==> src/rtl/gpio_pkg.sv <==
// Shared constants and per-channel debounce state for the GPIO input banks.
// The counter field is sized for the widest legal tick-count width so one typedef serves every instance.
package gpio_pkg;

  localparam int GPIO_PRESCALE  = 50;
  localparam int GPIO_CNT_W     = 8;
  localparam int GPIO_CNT_MAX_W = 16;
  localparam int GPIO_IN1_WIDTH = 22;
  localparam int GPIO_IN2_WIDTH = 17;

  typedef struct packed {
    logic                      filt;
    logic [GPIO_CNT_MAX_W-1:0] cnt;
  } deb_state_t;

  // True when the tick being counted now reaches the stable-time threshold.
  function automatic logic deb_expired(input logic [GPIO_CNT_MAX_W-1:0] cnt,
                                       input logic [GPIO_CNT_MAX_W-1:0] thr);
    return ({1'b0, cnt} + {{GPIO_CNT_MAX_W{1'b0}}, 1'b1}) >= {1'b0, thr};
  endfunction

endpackage

==> src/rtl/gpio_debounce_ch.sv <==
// One input channel: 2-flop synchroniser, tick-based debounce counter, filtered flop.
// Raw to filt: 3 cycles in bypass; rise/fall pulses are combinational, coincident with the filt update.
module gpio_debounce_ch
  import gpio_pkg::*;
#(
  parameter int   CNT_W     = GPIO_CNT_W,
  parameter logic RESET_BIT = 1'b0
) (
  input  logic             clk_i,
  input  logic             rst_ni,
  input  logic             raw_i,
  input  logic             tick_i,
  input  logic [CNT_W-1:0] ticks_i,
  output logic             filt_o,
  output logic             rise_o,
  output logic             fall_o
);

  logic                      sync1_q;
  logic                      sync2_q;
  deb_state_t                st_q;
  deb_state_t                st_d;
  logic [GPIO_CNT_MAX_W-1:0] thr;
  logic                      upd;

  assign thr = GPIO_CNT_MAX_W'(ticks_i);

  always_ff @(posedge clk_i or negedge rst_ni) begin
    if (!rst_ni) begin
      sync1_q <= RESET_BIT;
      sync2_q <= RESET_BIT;
    end else begin
      sync1_q <= raw_i;
      sync2_q <= sync1_q;
    end
  end

  always_ff @(posedge clk_i or negedge rst_ni) begin
    if (!rst_ni) begin
      st_q.filt <= RESET_BIT;
      st_q.cnt  <= '0;
    end else begin
      st_q <= st_d;
    end
  end

  // Any return to agreement clears the count, so a bounce restarts the window.
  always_comb begin
    st_d = st_q;
    upd  = 1'b0;
    if (sync2_q == st_q.filt) begin
      st_d.cnt = '0;
    end else if (thr == '0) begin
      upd = 1'b1;
    end else if (tick_i) begin
      if (deb_expired(st_q.cnt, thr)) begin
        upd = 1'b1;
      end else begin
        st_d.cnt = st_q.cnt + GPIO_CNT_MAX_W'(1);
      end
    end
    if (upd) begin
      st_d.filt = sync2_q;
      st_d.cnt  = '0;
    end
  end

  assign filt_o = st_q.filt;
  assign rise_o = upd & sync2_q;
  assign fall_o = upd & ~sync2_q;

endmodule

==> src/rtl/gpio_in_filter.sv <==
// GPIO input conditioning: per-channel sync + debounce, sticky edge events, maskable registered IRQ.
// Raw to FILT_OUT/events 3 cycles in bypass, IRQ one cycle after that; events clear by write-1 strobe.
module gpio_in_filter
  import gpio_pkg::*;
#(
  parameter int               WIDTH     = GPIO_IN1_WIDTH,
  parameter int               PRESCALE  = GPIO_PRESCALE,
  parameter int               CNT_W     = GPIO_CNT_W,
  parameter logic [WIDTH-1:0] RESET_VAL = '0
) (
  input  logic             OPB_CLK,
  input  logic             OPB_RST_N,
  input  logic [WIDTH-1:0] RAW_IN,
  input  logic [CNT_W-1:0] DEBOUNCE_TICKS,
  input  logic [WIDTH-1:0] IRQ_MASK,
  input  logic             EVT_CLR_WE,
  input  logic [WIDTH-1:0] EVT_CLR,
  output logic [WIDTH-1:0] FILT_OUT,
  output logic [WIDTH-1:0] EVT_RISE,
  output logic [WIDTH-1:0] EVT_FALL,
  output logic             IRQ
);

  localparam logic [15:0] PRE_LAST = 16'(PRESCALE - 1);

  logic [15:0]      pre_q;
  logic [15:0]      pre_d;
  logic             tick;
  logic [WIDTH-1:0] rise_p;
  logic [WIDTH-1:0] fall_p;
  logic [WIDTH-1:0] clr_mask;
  logic [WIDTH-1:0] rise_q;
  logic [WIDTH-1:0] rise_d;
  logic [WIDTH-1:0] fall_q;
  logic [WIDTH-1:0] fall_d;
  logic             irq_q;
  logic             irq_d;

  assign tick  = (pre_q == PRE_LAST);
  assign pre_d = tick ? 16'd0 : pre_q + 16'd1;

  always_ff @(posedge OPB_CLK or negedge OPB_RST_N) begin
    if (!OPB_RST_N) begin
      pre_q <= '0;
    end else begin
      pre_q <= pre_d;
    end
  end

  for (genvar g = 0; g < WIDTH; g++) begin : g_ch
    gpio_debounce_ch #(
      .CNT_W     (CNT_W),
      .RESET_BIT (RESET_VAL[g])
    ) u_ch (
      .clk_i   (OPB_CLK),
      .rst_ni  (OPB_RST_N),
      .raw_i   (RAW_IN[g]),
      .tick_i  (tick),
      .ticks_i (DEBOUNCE_TICKS),
      .filt_o  (FILT_OUT[g]),
      .rise_o  (rise_p[g]),
      .fall_o  (fall_p[g])
    );
  end

  // OR-ing the new pulses after the clear lets a same-cycle set win over the clear.
  assign clr_mask = EVT_CLR_WE ? EVT_CLR : '0;
  assign rise_d   = (rise_q & ~clr_mask) | rise_p;
  assign fall_d   = (fall_q & ~clr_mask) | fall_p;
  assign irq_d    = |((rise_q | fall_q) & IRQ_MASK);

  always_ff @(posedge OPB_CLK or negedge OPB_RST_N) begin
    if (!OPB_RST_N) begin
      rise_q <= '0;
      fall_q <= '0;
      irq_q  <= 1'b0;
    end else begin
      rise_q <= rise_d;
      fall_q <= fall_d;
      irq_q  <= irq_d;
    end
  end

  assign EVT_RISE = rise_q;
  assign EVT_FALL = fall_q;
  assign IRQ      = irq_q;

endmodule

==> config.mk <==
export PLATFORM = sky130hd
export DESIGN_NAME = gpio_in_filter
export DESIGN_NICKNAME = d
export VERILOG_FILES = /design/src/rtl/gpio_pkg.sv /design/src/rtl/gpio_debounce_ch.sv /design/src/rtl/gpio_in_filter.sv
export SDC_FILE = /design/constraint.sdc
export NUM_CORES = 1
export LEC_CHECK = 0
export BUFFER_PORTS_ARGS = -buffer_cell sky130_fd_sc_hd__buf_4
export CAP_MARGIN = 0
export CORE_MARGIN = 4
export CORE_UTILIZATION = 30
export DETAILED_ROUTE_END_ITERATION = 10
export PLACE_DENSITY = 0.51
export SETUP_SLACK_MARGIN = 0.2
export SYNTH_ARGS = -nofsm -noshare
export SYNTH_HDL_FRONTEND = slang
export SYNTH_HIERARCHICAL = 1
export SYNTH_SLANG_ARGS = --single-unit
==> constraint.sdc <==
create_clock -name OPB_CLK -period 5.5 [get_ports OPB_CLK]
set_input_delay 0.275 -clock OPB_CLK [delete_from_list [all_inputs] [get_ports OPB_CLK]]
set_output_delay 0.275 -clock OPB_CLK [all_outputs]
set_load 0.02 [all_outputs]
==> reports/metrics.cfg <==
[clock_network]
clk_path_buf_depth=3
cts_root_buffer=clkbuf_16
cts_setup_buffers=0
cts_tree=done
clock-sinks=479
path_clk_slew_ps=60
htreeDepth=2
clk_latency_ps=640
cts_made_buffers=60

[drt]
via_count=27714
routedWlPerCell_um=17.3
postRouteAntennaNets=0
via_per_inst=5.15
remaining_drc_errors=0
wl_um=92900
dr.first_iter.drc_count=1845
dr.pass1.iters=5

[setup_path]
rr_worst_depth=11
crit_path_start_kind=register
critPathKind=reg -> reg
r2r_setup_slack_ps=2000
r2r-start=g_ch[19].u_ch/st_q[0]
r2r_end=EVT_FALL[19]
path_common_cell=ha_1
slowest_stage=a2111oi_4
worstSetupEndpointType=register
required_ps=6030
arrival_ps=4030
worstPathMaxFanout=10
crit_chain=ha_1 > nand3_1 > xnor2_1 > ha_1 > a211oi_1 > o211ai_1 > o221a_2 > a2111oi_4 > and2_1 > a311oi_1 > a21o_1
crit_path_max_incr_delay_ps=670

[outcome]
status=completed

[flow_run]
maxCapViolCount=0

[floorplanning]
start_util_pct=30.3
placementRows=121
io_pins=144
die_area_um2=116000
dieHeight_um=340
die_w_um=340
coreArea_um2=109000

[power_and_ir_drop]
p_per_area_nw_per_um2=236
p_sw_share_pct=26.0
p_seq_share_pct=42.0
pwr-share-clk_pct=48.2
p_int_mw=6.67
power.switching_mw=2.34
power.leakage_nw=17.2
vdd_drop_max_mv=0.221
p_comb_share_pct=9.8

[synthesis]
synth_top_family_by_area=simple AND/OR/NAND/NOR gates
yosys_most_used_dff=dfrtp_1
synth_most_common_cell=nand2_1
synth_common_cells=nand2_1, dfrtp_1, and2_1
yosysTopAreaCellShare_pct=36.2
synthAdderAreaFrac_pct=7.56
netlist_area_um2=33100
synth_area_leaders=dfrtp_1, ha_1, nand2_1
yosys.area.top_type=dfrtp_1
synth_compound_gate_area_share_pct=17.1
synthMuxAreaShare_pct=0.748
yosysSeqAreaShare_pct=36.2
synth-edff-count=0
syn-num-nets=3984
async_flop_share_pct=100
ys_ff_latch=479
yosysWarningCount=6
synth_xor_area_share_pct=5.02
ys_types=45
yosys.area_share.simple_pct=28.7
synthCells=3707
syn_area_per_cell_um2=8.93

[sta]
rsz0062_at_grt=no
period_share_pct=63.6
fin_setup_tns_ps=0
max_freq_mhz=286
final.min_clock_period_ps=3500
final_hold_viol_count=0
drv_slew=0
setup_viol=0
clock_skew_ps=16.9
max-slew-margin-rel_pct=27.2
max_slew.worst_pin.slew_ps=1080

[finish]
diodes=0
syn2layout_area_growth_pct=15.4
num-nets-final=4135
fin_util_pct=35.0
final_design_area_no_fill_um2=38200
drive_gt1_share_pct=12.5
final_cells=5384

[placement]
io_buffers=143
dp_hpwl_um=61500
placed_area_um2=35600
dp.cells=5228
gp_congestion=0.801

[worst_hold_path]
min-delay-start=EVT_CLR[0]
hold_end=EVT_FALL[0]
whs_path_depth=3
hold_class=in -> reg

[global_routing]
grt_start_max_net_pins=140
grt_antenna_before_repair=2
grt-ovfl-total=0
grt_pass1_vias=27008
grt.total_usage_pct=15.8
grt_pass1_wl_um=151000

## worst max-delay path by stage
| stage | end | cells after the start | from |
|---|---|---|---|
| finish | EVT_FALL[19] | 11 | g_ch[19].u_ch/st_q[0] |
| global route | EVT_FALL[19] | 11 | g_ch[19].u_ch/st_q[0] |
| floorplan | EVT_FALL[10] | 11 | g_ch[10].u_ch/st_q[0] |
| CTS | IRQ | 5 | EVT_FALL[13] |
| global placement | EVT_RISE[5] | 11 | g_ch[5].u_ch/st_q[0] |
| detailed placement | EVT_FALL[19] | 11 | g_ch[19].u_ch/st_q[0] |
## critical path, delay by kind of cell (launching register included)
family | cells | cell delay, ps
AO/OA/AOI/OAI | 6 | 1570
flip-flops | 1 | 460
XOR/XNOR | 1 | 260
adder cells (fa/ha/maj) | 2 | 670
AND/OR/NAND/NOR | 2 | 400
## per-stage QoR
step	hold slack (ps)	setup slack [ps]	total power, mW
floorplan	-20.6	2650	4.41
global placement	325	2090	4.71
detailed placement	335	2020	4.72
CTS	23.6	1960	9.21
global route	48.4	1770	9.46
finish	55.3	2000	9.02
## cell type report
type | count | area, um^2
clock inverter | 30 | 433
clock buffer | 82 | 1760
multi-input combinational | 2893 | 19600
fill | 11314 | 71100
tap | 1476 | 1850
sequential | 479 | 12000
inverter | 201 | 754
timing repair buffer | 223 | 1840
## power by group through the flow
stage	logic [mW]	clock network, mW	registers (mW)
after detailed placement	0.866	0	3.85
after global placement	0.859	0	3.85
after CTS	0.896	4.53	3.79
final	0.881	4.35	3.79
after global routing	1.00	4.65	3.81
after floorplan	0.676	0	3.74
## cell usage in the layout (no fill, tap or decap), types with 23 or more instances in the layout
cell type / synthesis / final
a21o_1: 44 / 44
a21oi_1: 242 / 242
a311oi_1: 44 / 44
and2_1: 265 / 265
buf_4: 22 / 174
clkbuf_16: 0 / 61
dfrtp_1: 479 / 479
dlygate4sd3_1: 0 / 44
ha_1: 200 / 200
inv_1: 201 / 201
nand2_1: 489 / 489
nand2b_1: 45 / 45
nand3_1: 158 / 158
nand3_2: 45 / 45
nand4_1: 163 / 163
nor2_1: 207 / 207
nor2b_1: 66 / 66
nor3_1: 45 / 45
nor4_1: 135 / 135
nor4_2: 23 / 23
o2111ai_1: 88 / 88
o21ai_0: 88 / 87
o31ai_2: 22 / 23
xnor2_1: 55 / 55
xor2_1: 135 / 135
## logic make-up (layout without fill, tap and decap cells)
| family | Yosys count | after routing |
|---|---|---|
| buf+inv | 335 | 536 |
| mux | 22 | 22 |
| simple gates | 1733 | 1733 |
| compound gates | 748 | 748 |
| flops | 479 | 479 |
| fa+ha+maj | 200 | 200 |
| xor+xnor | 190 | 190 |
## sequential cells by signal, summed over array words and instances, names as in the netlist
register / count
IRQ: 1
EVT_FALL: 22
g_ch.u_ch/sync1_q: 22
pre_q: 16
g_ch.u_ch/sync2_q: 22
g_ch.u_ch/st_q: 352
g_ch.u_ch/filt_o: 22
EVT_RISE: 22
## layer usage
| layer | part of all wire, % | global-route usage [%] | vias up |
|---|---|---|---|
| li1 | - | - | 13800 |
| met1 | 49 | 22.3 | 13322 |
| met2 | 45 | 25.1 | 470 |
| met3 | 3.9 | 2.37 | 122 |
| met4 | 2.5 | 4.20 | 0 |
| met5 | 0 | 0 | - |
## what timing repair did
item	4_1_cts	5_1_grt
hold buffers	44	0
resized for setup	0	0
endpoints found under the setup margin	0	0
hold endpoints to repair	136	0
No activity file was read; power rests on OpenSTA's default activity.
